===== src/rtl/arb_pkg.sv =====
// Shared types and encodings for the 2-client arbiter requester slice.
package arb_pkg;

    localparam int NUM_CLIENTS = 2;

    localparam logic [1:0] REQ_NONE = 2'b00;
    localparam logic [1:0] GNT_C0   = 2'b01;
    localparam logic [1:0] GNT_C1   = 2'b10;

    typedef enum logic [1:0] {
        IDLE,
        REQ,
        RELEASE
    } req_state_t;

endpackage


===== src/rtl/arb_cmd_fifo.sv =====
// Per-client burst-length command FIFO with show-ahead read data.
module arb_cmd_fifo #(
    parameter int DEPTH = 4,
    parameter int LEN_W = 4
) (
    input  logic             clk,
    input  logic             rst,
    input  logic             push,
    input  logic [LEN_W-1:0] push_data,
    input  logic             pop,
    output logic [LEN_W-1:0] pop_data,
    output logic             full,
    output logic             empty
);

    localparam int PTR_W = $clog2(DEPTH);
    localparam logic [PTR_W-1:0] PTR_ONE  = PTR_W'(1);
    localparam logic [PTR_W:0]   CNT_ONE  = (PTR_W + 1)'(1);
    localparam logic [PTR_W:0]   FULL_CNT = (PTR_W + 1)'(DEPTH);

    logic [LEN_W-1:0] mem [DEPTH];
    logic [PTR_W-1:0] wr_ptr_reg;
    logic [PTR_W-1:0] rd_ptr_reg;
    logic [PTR_W:0]   count_reg;
    logic             push_ok;
    logic             pop_ok;

    // Full blocks a push even when a pop happens in the same cycle.
    assign full     = (count_reg == FULL_CNT);
    assign empty    = (count_reg == '0);
    assign push_ok  = push && !full;
    assign pop_ok   = pop && !empty;
    assign pop_data = mem[rd_ptr_reg];

    always_ff @(posedge clk) begin
        if (push_ok) begin
            mem[wr_ptr_reg] <= push_data;
        end
    end

    always_ff @(posedge clk or negedge rst) begin
        if (!rst) begin
            wr_ptr_reg <= '0;
            rd_ptr_reg <= '0;
            count_reg  <= '0;
        end else begin
            if (push_ok) begin
                wr_ptr_reg <= wr_ptr_reg + PTR_ONE;
            end
            if (pop_ok) begin
                rd_ptr_reg <= rd_ptr_reg + PTR_ONE;
            end
            case ({push_ok, pop_ok})
                2'b10:   count_reg <= count_reg + CNT_ONE;
                2'b01:   count_reg <= count_reg - CNT_ONE;
                default: count_reg <= count_reg;
            endcase
        end
    end

endmodule


===== src/rtl/arb_requester.sv =====
// Upstream requester for the 2-client fixed-priority arbiter: queues bursts, drives request, emits beats.
// Optional macro ARB_REQ_NO_PREEMPT_EN makes client 0 bursts atomic by holding off client 1's request.
module arb_requester
    import arb_pkg::*;
#(
    parameter int DEPTH = 4,
    parameter int LEN_W = 4
) (
    input  logic               clk,
    input  logic               rst,
    input  logic [1:0]         cmd_valid,
    input  logic [2*LEN_W-1:0] cmd_len,
    output logic [1:0]         cmd_ready,
    output logic [1:0]         request,
    input  logic [1:0]         grant,
    output logic [1:0]         beat_valid,
    output logic [1:0]         beat_last,
    output logic [1:0]         busy
);

    localparam logic [LEN_W:0] BEAT_ONE = (LEN_W + 1)'(1);

    logic [1:0] req_int;

    for (genvar gi = 0; gi < NUM_CLIENTS; gi++) begin : g_client
        logic [LEN_W-1:0] fifo_data;
        logic             fifo_full;
        logic             fifo_empty;
        logic             fifo_pop;
        logic             granted;
        logic             req_c;
        logic             bv_c;
        logic             bl_c;
        req_state_t       state_reg;
        req_state_t       state_next;
        logic [LEN_W:0]   beats_left_reg;
        logic [LEN_W:0]   beats_left_next;

        // X or Z on the grant line must never be taken as a grant.
        assign granted = (grant[gi] === 1'b1);

        arb_cmd_fifo #(
            .DEPTH (DEPTH),
            .LEN_W (LEN_W)
        ) u_fifo (
            .clk       (clk),
            .rst       (rst),
            .push      (cmd_valid[gi]),
            .push_data (cmd_len[gi*LEN_W +: LEN_W]),
            .pop       (fifo_pop),
            .pop_data  (fifo_data),
            .full      (fifo_full),
            .empty     (fifo_empty)
        );

        always_ff @(posedge clk or negedge rst) begin
            if (!rst) begin
                state_reg      <= IDLE;
                beats_left_reg <= '0;
            end else begin
                state_reg      <= state_next;
                beats_left_reg <= beats_left_next;
            end
        end

        always_comb begin
            state_next      = state_reg;
            beats_left_next = beats_left_reg;
            fifo_pop        = 1'b0;
            req_c           = 1'b0;
            bv_c            = 1'b0;
            bl_c            = 1'b0;
            case (state_reg)
                IDLE: begin
                    if (!fifo_empty) begin
                        fifo_pop        = 1'b1;
                        beats_left_next = (LEN_W + 1)'(fifo_data) + BEAT_ONE;
                        state_next      = REQ;
                    end
                end
                REQ: begin
                    req_c = 1'b1;
                    if (granted) begin
                        bv_c            = 1'b1;
                        beats_left_next = beats_left_reg - BEAT_ONE;
                        if (beats_left_reg == BEAT_ONE) begin
                            bl_c       = 1'b1;
                            state_next = RELEASE;
                        end
                    end
                end
                RELEASE: begin
                    // Grant lags request by a cycle; wait it out with beats masked.
                    if (!granted) begin
                        state_next = IDLE;
                    end
                end
                default: state_next = IDLE;
            endcase
        end

        assign req_int[gi]    = req_c;
        assign beat_valid[gi] = bv_c;
        assign beat_last[gi]  = bl_c;
        assign cmd_ready[gi]  = !fifo_full;
        assign busy[gi]       = !fifo_empty || (state_reg != IDLE);
    end

`ifdef ARB_REQ_NO_PREEMPT_EN
    logic owned_reg;

    // Client 0 owns the resource from its first beat up to and including its last beat.
    always_ff @(posedge clk or negedge rst) begin
        if (!rst) begin
            owned_reg <= 1'b0;
        end else if (beat_valid[0]) begin
            owned_reg <= !beat_last[0];
        end
    end

    assign request = {req_int[1] && !owned_reg, req_int[0]};
`else
    assign request = req_int;
`endif

endmodule


===== config.mk =====
export PLATFORM = sky130hd
export DESIGN_NAME = arb_requester
export DESIGN_NICKNAME = d
export VERILOG_FILES = /design/src/rtl/arb_pkg.sv /design/src/rtl/arb_cmd_fifo.sv /design/src/rtl/arb_requester.sv
export SDC_FILE = /design/constraint.sdc
export NUM_CORES = 1
export LEC_CHECK = 0
export CORE_MARGIN = 1
export CORE_UTILIZATION = 25
export DETAILED_ROUTE_END_ITERATION = 10
export GPL_ROUTABILITY_DRIVEN = 0
export HOLD_SLACK_MARGIN = 0.15
export PLACE_DENSITY = 0.52
export SETUP_SLACK_MARGIN = 0.1
export SLEW_MARGIN = 10
export SYNTH_ARGS = -nofsm -noshare
export SYNTH_HDL_FRONTEND = slang
export SYNTH_SLANG_ARGS = --single-unit

===== constraint.sdc =====
create_clock -name clk -period 4.25 [get_ports clk]
set_input_delay 1.0625 -clock clk [delete_from_list [all_inputs] [get_ports clk]]
set_output_delay 1.0625 -clock clk [all_outputs]
set_load 0.1 [all_outputs]

== Word level (Yosys, flattened, before mapping) ==
Memories as Yosys holds them, arrays and structs flattened.
Cells that the tools add are included.

* Mux-type cells: 38
* Equal/unequal tests: 22
* Add/sub/neg operators: 12
* Reductions and logical operators: 24

{| class="wikitable"
|+ Operator list
! cell !! number
|-
| 1-bit 2-to-1 mux || 20
|-
| 5-bit 2-to-1 mux || 4
|-
| 5-bit case mux with 2 select lines || 2
|-
| 2-bit 2-to-1 mux || 8
|-
| 2-bit != test (second input constant) || 8
|-
| 2-bit case mux with 3 select lines || 2
|-
| 3-bit case mux with 2 select lines || 2
|-
| 2-bit nonzero test || 6
|-
| 4-bit by 1-bit adder with 5-bit output (second input constant) || 2
|-
| 5-bit by 1-bit equality test with 1-bit output (second input constant) || 2
|-
| 5-bit by 1-bit subtractor with 5-bit output (second input constant) || 2
|-
| 2-bit by 1-bit adder with 2-bit output (second input constant) || 4
|-
| 2-bit by 1-bit equality test with 1-bit output (second input constant) || 4
|-
| 2-bit equality test (second input constant) || 4
|-
| 4-bit AND reduction || 2
|-
| 3-bit by 1-bit adder with 3-bit output (second input constant) || 2
|-
| 3-bit equality test (second input constant) || 2
|-
| 3-bit logical NOT || 2
|-
| 3-bit AND reduction || 2
|-
| 3-bit by 1-bit subtractor with 3-bit output (second input constant) || 2
|-
| 1-bit logical AND || 4
|-
| 1-bit logical NOT || 4
|-
| 2-bit logical NOT || 2
|-
| 1-bit case equality test (second input constant) || 2
|-
| 1-bit logical OR || 2
|}

* Register bits after elaboration: 28
* Output and inout bits: 10
* Memories kept: 2
* Word-level logic and storage cells: 108
* Memory bits (writable): 32

{| class="wikitable"
|+ Memory list
! name !! depth !! width !! rd ports !! clocked after memory_dff !! write ports !! RTL line !! RTL
|-
| g_client[0].u_fifo.mem || 4 || 4 || 1 || 0 || 1 || arb_cmd_fifo.sv:21 || <nowiki>logic [LEN_W-1:0] mem [DEPTH];</nowiki>
|-
| g_client[1].u_fifo.mem || 4 || 4 || 1 || 0 || 1 || arb_cmd_fifo.sv:21 ||
|}

== Longest topological paths before layout ==
Gate-level depths: netlist (run 1).

* Depth after elaboration: 6
* Gate-level depth with buffers: 10
* Gate-level depth less buffers: 10

== Hierarchy ==
A second synthesis (run 1) with hierarchy kept.

* Cell total of the unflattened synthesis: 234
* Area, all modules: 3110.5 µm²

{| class="wikitable"
|+ Modules (own cells, without submodules)
! module !! area an instance (µm²) !! times used !! cells each
|-
| arb_cmd_fifo || 1017.2 || 2 || 58
|-
| arb_requester || 1076.0 || 1 || 118
|}

== Worst setup path before layout (run 1) ==
Ideal clock, no wire load.

* Path type: flip-flop to flip-flop
* From: register g_client[1].u_fifo.count_reg[0]
* To: register g_client[1].u_fifo.count_reg[2]
* Arrival: 2848 ps
* Library setup time: 79 ps
* Buffers on the path: 0
* Setup slack: 1322 ps
* Stages on the path, launching flop included: 11
* Required time: 4171 ps
* Clock period less this slack: 2928 ps
* Path through: dfrtp_1 > inv_1 > nand3_1 > and2_1 > inv_1 > ha_1 > inv_1 > fa_1 > xor2_1 > nor2_1 > xor2_1

{| class="wikitable"
|+ RTL lines
! element !! RTL line !! RTL
|-
| from (decl) || arb_cmd_fifo.sv:24 || <nowiki>logic [PTR_W:0] count_reg;</nowiki>
|-
| from (signal assigned) || arb_cmd_fifo.sv:54 || <nowiki>2'b10: count_reg <= count_reg + CNT_ONE;</nowiki>
|-
| from (signal assigned) || arb_cmd_fifo.sv:55 || <nowiki>2'b01: count_reg <= count_reg - CNT_ONE;</nowiki>
|-
| from (signal assigned) || arb_cmd_fifo.sv:56 || <nowiki>default: count_reg <= count_reg;</nowiki>
|-
| 3-bit equality test * || arb_cmd_fifo.sv:29 || <nowiki>assign full = (count_reg == FULL_CNT);</nowiki>
|-
| 1-bit logical NOT * || n/a ||
|-
| named net cmd_ready[1] || arb_requester.sv:13 || <nowiki>output logic [1:0] cmd_ready,</nowiki>
|-
| 1-bit logical AND * || arb_cmd_fifo.sv:31 || <nowiki>assign push_ok = push && !full;</nowiki>
|-
| 2-bit by 1-bit equality test with 1-bit output / 2-bit equality test (equally long branches) || arb_cmd_fifo.sv:53 || <nowiki>case ({push_ok, pop_ok})</nowiki>
|-
| 3-bit case mux with 2 select lines / 2-bit nonzero test (equally long branches) || n/a ||
|}

The timed path passes the listed nets; every way through them passes the cells marked *.
A chain may end at the register's enable or synchronous reset.

== Worst setup path after layout (run 1) ==
* From: register g_client[1].u_fifo.count_reg[0]
* To: output port busy[1]

* Cells in the longest elaborated chain, start to end: 3

{| class="wikitable"
|+ RTL lines
! element !! RTL line !! RTL
|-
| 3-bit logical NOT || arb_cmd_fifo.sv:30 || <nowiki>assign empty = (count_reg == '0);</nowiki>
|-
| 1-bit logical NOT || arb_requester.sv:106 || <nowiki>assign busy[gi] = !fifo_empty || (state_reg != IDLE);</nowiki>
|-
| 1-bit logical OR || arb_requester.sv:106 ||
|-
| to (decl) || arb_requester.sv:18 || <nowiki>output logic [1:0] busy</nowiki>
|}

No other way between the ends.

==> results.yml, run 1 <==
job:
  max_cap_violations: 0
final_layout:
  layout-drive-gt1-share_pct: 14.02
  area_growth_pct: 21.37
  final_common_cell: "edfxtp_1"
  nNetsFinal: 291
  final_cell_mix: "32 x edfxtp_1, 28 x dfrtp_1, 17 x inv_1"
  largest_reg_flops: 32
  diodes: 0
  fin_area_sq_mm: 0.003610
routing:
  drc: 6
  route.vias.total: 1781
  drt_iter0_markers: 126
  drt-pass1-iter-count: 7
  wire_per_inst_um: 12.82
  ant_nets: 0
  routed_wirelength_mm: 5.217
  viasPerCell: 4.376
clock_network:
  cts_buffers: 9
  cts_max_path_buffers: 2
  clkTransAtPathRegs_ns: 0.05
  cts_resized: 0
  cts-htree-levels: 3
  postCtsHoldBufs: 0
  cts_setup_buffers: 0
  clock-root-buffer: "clkbuf_16"
  cts_tree: "built"
  cts.sinks: 60
  clk_latency_ns: 0.32
worst_setup_path:
  worstSetupPathType: "flop to output port"
  regToRegStartpoint: "g_client[0].u_fifo.count_reg[0]"
  startpoint: "g_client[1].u_fifo.count_reg[0]"
  crit_path_end_kind: "output port"
  required_ns: 3.19
  ff2ff_setup_slack_ns: 1.88
  crit_path_start_kind: "flop"
  cp_max_fo: 5
  arrival_ns: 2.22
global_routing:
  grt_max_degree: 29
  grt_pass1_vias: 1793
  gr-total-overflow: 0
  grt_first_pass_wirelength_mm: 9.018
  antenna_found_initial: 0
  grt_usage_pct: 9.432
pwr:
  p_leak_nw: 1.439
  power_density_mw_per_mm2: 806.2
  clkPwrFrac_pct: 25.5
  vdd_ir_drop_max_mv: 0.2564
  p_sw_mw: 1.108
  p_sw_share_pct: 38.08
  power.share.combinational_pct: 40.1
  intPower_mw: 1.802
  finalPower_mw: 2.910
  seqPwrFrac_pct: 34.4
timing:
  layout_worst_path_cycle_share_pct: 77.22
  setup_tns_ns: 0
  finalCriticalPeriod_ns: 3.282
  rsz0062_at_grt: "false"
  hold_ws_ns: 0.5142
  clock_skew_ns: 0.003507
  hold_viol_final: 0
  slew_violations: 0
  setup_violations: 0
  maxSlewHeadroom_pct: 34.82
  fmax_ghz: 0.3047
  tightest_slew_ns: 0.9746
synth:
  avgSynthCellArea_sq_um: 12.76
  ys_async_sr_fraction_pct: 46.67
  ys_ff_latch: 60
  ys_warn_count: 0
  synth_cell_types: 43
  syn_nets: 265
  synth-edff-count: 32
  syn_area_sq_mm: 0.002974
  ys.flop_type: "edfxtp_1"
  seq_area_frac_synth_pct: 55.87
  syn_inst: 233
run_status:
  outcome: "complete, but fails checks"
  failed_checks: "DRC"
place:
  io_buffers: 23
  place_area_sq_mm: 0.003302
  dp_hpwl_mm: 3.814
die:
  initial_utilization_pct: 25.83
  top_level_ports: 24
  die_w_um: 111.1
  coreArea_sq_mm: 0.01152
  dieArea_sq_mm: 0.01234
  die_y_um: 111.1
  fp-row-count: 39
worst_hold_path:
  hold_path_class: "flop to flop"
  worst_hold_startpoint: "g_client[0].u_fifo.count_reg[2]"
[layout make-up]
| cell class | count | area (sq um) |
|---|---|---|
| inverter | 17 | 63.81 |
| tap | 143 | 178.9 |
| sequential | 60 | 1662 |
| clock inverter | 6 | 78.83 |
| timing repair buffer | 24 | 220.2 |
| clock buffer | 10 | 229.0 |
| fill | 1152 | 7906 |
| multi-input combinational | 147 | 1177 |
[path summary, 6_finish.rpt]
check                                                   endpoint  cells after the start
max in group asynchronous       g_client[0].u_fifo.wr_ptr_reg[1]                      2
min in group asynchronous          g_client[0].beats_left_reg[1]                      2
worst min-delay path             g_client[0].u_fifo.count_reg[2]                      1
worst max register to register   g_client[0].u_fifo.count_reg[2]                      8
worst max-delay path                                     busy[1]                      3
worst min register to register   g_client[0].u_fifo.count_reg[2]                      1
[worst max-delay path, stage by stage (launching register included)]
cell and delay, ns:
dfrtp_1 0.42, nor3_1 0.37, nand2_1 0.12, clkdlybuf4s50_1 0.99
[kinds of logic (layout without fill, tap and decap cells)]
family	count (synthesis)	count (layout)	share of synthesized area (%)
AO/OA/AOI/OAI	31	31	7.026
AND/OR/NAND/NOR	71	71	12.49
multiplexers	13	13	7.867
buffers and inverters	26	57	4.543
XOR/XNOR	14	14	4.123
flip-flops	60	60	55.87
adder cells (fa/ha/maj)	18	18	8.077
[synth_stat cells (2+ instances only)]
| library cell | n | share of area (%) |
|---|---|---|
| nor4_1 | 2 | 0.42 |
| xnor2_1 | 9 | 2.7 |
| a31o_1 | 2 | 0.59 |
| buf_6 | 2 | 0.76 |
| o21ai_0 | 8 | 1.3 |
| nand3_1 | 5 | 0.84 |
| a21oi_1 | 8 | 1.3 |
| dfrtp_1 | 28 | 24 |
| mux4_2 | 8 | 6.1 |
| nor2_1 | 16 | 2.0 |
| nand4_1 | 3 | 0.63 |
| edfxtp_1 | 32 | 32 |
| nand2b_1 | 4 | 0.84 |
| and3_1 | 9 | 1.9 |
| mux2i_1 | 2 | 0.67 |
| inv_1 | 17 | 2.1 |
| or2_2 | 2 | 0.42 |
| a211o_1 | 2 | 0.59 |
| nor3_1 | 7 | 1.2 |
| mux2_2 | 3 | 1.1 |
| xor2_1 | 5 | 1.5 |
| and2_1 | 3 | 0.63 |
| buf_4 | 6 | 1.5 |
| fa_1 | 2 | 1.3 |
| nand2_1 | 13 | 1.6 |
| o22ai_1 | 2 | 0.42 |
| nor3_2 | 2 | 0.67 |
| ha_1 | 16 | 6.7 |
[power groups by stage]
| stage | clock, mW | combinational, mW | sequential, mW |
|---|---|---|---|
| floorplan | 0 | 1.02 | 0.947 |
| detailed placement | 0 | 1.18 | 1.01 |
| CTS | 0.761 | 1.19 | 1.01 |
| finish | 0.742 | 1.17 | 1.00 |
| global placement | 0 | 1.16 | 1.01 |
| global route | 0.788 | 1.30 | 1.04 |
[per-stage QoR]
step	setup slack (ns)	util, %	cells
after floorplan	1.322	-	233
after global placement	1.004	28.67	391
after detailed placement	0.9934	28.67	391
after CTS	0.9377	31.35	407
after global routing	0.8603	31.35	407
final	0.9681	31.35	407
[metal layers]
layer / share of wire (%) / up-vias / track usage (%) / wire length (um)
li1: - / 892 / - / -
met1: 51 / 853 / 12.54 / 2671
met2: 43 / 27 / 13.54 / 2240
met3: 3.7 / 9 / 3.062 / 192
met4: 2.1 / 0 / 5.135 / 112
met5: 0 / - / 0 / 0
Note: power is estimated with default switching activity, not from simulation.
==> run 2, diff against run 1 <==
==> constraint.sdc (replaced) <==
create_clock -name clk -period 3.1 [get_ports clk]
set_input_delay 0.775 -clock clk [delete_from_list [all_inputs] [get_ports clk]]
set_output_delay 0.775 -clock clk [all_outputs]
set_load 0.1 [all_outputs]
==> run 2 against run 1 <==
  * The run still ends with DRC left
  * Final area grew 0.21%
  * Wire length rose by 1.6%
  * Clock skew rose by 0.0031 ns
  * Critical path type is now input port to output port
==> results.yml, run 2 (same netlist as run 1, synthesis figures left out) <==
routing:
  drt-pass1-iter-count: 7
  drc: 6
  wire_per_inst_um: 12.99
  route.vias.total: 1781
  routed_wirelength_mm: 5.298
  drt_iter0_markers: 83
  ant_nets: 0
  viasPerCell: 4.365
pwr:
  p_leak_nw: 1.440
  power_density_mw_per_mm2: 1069
  vdd_ir_drop_max_mv: 0.3644
  finalPower_mw: 3.866
timing:
  maxSlewHeadroom_pct: 68.65
  layout_worst_path_cycle_share_pct: 85.34
  finalCriticalPeriod_ns: 2.645
  slew_violations: 0
  rsz0062_at_grt: "false"
  fmax_ghz: 0.3780
  setup_violations: 0
  clock_skew_ns: 0.006581
  tightest_slew_ns: 0.4666
  setup_tns_ns: 0
  hold_viol_final: 0
run_status:
  outcome: "complete, but fails checks"
  failed_checks: "DRC"
global_routing:
  grt_pass1_vias: 1850
  antenna_found_initial: 0
  grt_max_degree: 29
  grt_first_pass_wirelength_mm: 9.197
  grt_usage_pct: 9.615
  gr-total-overflow: 0
die:
  fp-row-count: 39
  coreArea_sq_mm: 0.01152
  dieArea_sq_mm: 0.01234
  die_w_um: 111.1
  initial_utilization_pct: 25.83
  top_level_ports: 24
  die_y_um: 111.1
clock_network:
  clk_latency_ns: 0.32
  cts_setup_buffers: 0
  cts_max_path_buffers: 2
  cts_buffers: 9
  cts-htree-levels: 3
  cts.sinks: 60
  postCtsHoldBufs: 0
  cts_resized: 0
  cts_tree: "built"
  clkTransAtPathRegs_ns: 0.05
  clock-root-buffer: "clkbuf_16"
worst_setup_path:
  crit_path_start_kind: "input port"
  crit_slowest_cell: "clkdlybuf4s50_1"
  worst-path-buf-inv: 2
  crit_path_end_kind: "output port"
  arrival_ns: 1.87
  required_ns: 2.32
  crit_family: "buffers and inverters"
  worstSetupPathType: "input port to output port"
  cp_max_fo: 5
  worstPathCellList: "clkdlybuf4s50_1 > nand3_1 > nor2_1 > buf_12"
  slowest_delay_ns: 0.54
final_layout:
  layout-drive-gt1-share_pct: 16.23
  area_growth_pct: 21.62
  final_cell_mix: "32 x edfxtp_1, 28 x dfrtp_1, 17 x inv_1"
  final_common_cell: "edfxtp_1"
  nNetsFinal: 293
  largest_reg_flops: 32
  diodes: 0
job:
  max_cap_violations: 0
place:
  io_buffers: 23
  dp_hpwl_mm: 3.951
worst_hold_path:
  hold_path_class: "flop to flop"
-- run 2: cell count changes in the layout (fill, tap and decap cells not counted), sizes merged --
cell	change
clkbuf	-1
bufinv	-2
buf	+5
clkinv	+1
clkinvlp	+1
clkdlybuf4s50	-3
-- run 2: worst paths after layout --
check	from	cells after the start	to	slack, ns
min in group asynchronous	rst	2	g_client[0].beats_left_reg[2]	0.84
max in group asynchronous	rst	2	g_client[1].u_fifo.count_reg[2]	1.98
max	grant[1]	4	beat_last[1]	0.45
max reg2reg	g_client[0].u_fifo.count_reg[0]	8	g_client[0].u_fifo.count_reg[2]	0.73
min reg2reg	g_client[1].beats_left_reg[4]	1	g_client[1].beats_left_reg[4]	0.53
min	g_client[1].beats_left_reg[4]	1	g_client[1].beats_left_reg[4]	0.53
-- run 2: power by group --
group,internal (mW),leakage [nW],switching (mW)
Clock,0.525,0.122,0.323
Combinational,0.691,0.691,0.948
Sequential,1.12,0.626,0.255
Total,2.34,1.44,1.53
-- run 2: layout make-up --
type | instances | area, sq um
Clock buffer | 9 | 225.2
Clock inverter | 6 | 32.53
Fill cell | 1152 | 7899
Inverter | 17 | 63.81
Multi-Input combinational cell | 147 | 1177
Sequential cell | 60 | 1662
Tap cell | 143 | 178.9
Timing Repair Buffer | 26 | 277.8
-- run 2: worst register-to-register path, stage by stage, from the launching register on --
cell	delay (ns)
dfrtp_1	0.44
nor3_1	0.32
nand2b_1	0.33
inv_1	0.15
ha_1	0.26
fa_1	0.38
xnor2_1	0.16
nor2_1	0.06
xor2_1	0.13
-- run 2: metrics by stage --
stage                     area [sq um]  hold slack, ns  std cells  setup slack, ns  util, %
after floorplan                   2974          0.4726        233           0.1725        -
after global placement            3359          0.5041        393           0.4773    29.17
after detailed placement          3359          0.5168        393           0.4412    29.17
after CTS                         3617          0.5287        408           0.4348    31.41
after global routing              3617          0.5519        408           0.3629    31.41
final                             3617          0.5271        408           0.4545    31.41
-- run 2: per-layer routing --
metal	wire, um	global-route usage [%]	vias up
met4	82	5.405	0
met1	2662	12.25	845
met3	238	3.007	9
li1	-	-	896
met5	0	0	-
met2	2314	14.47	31
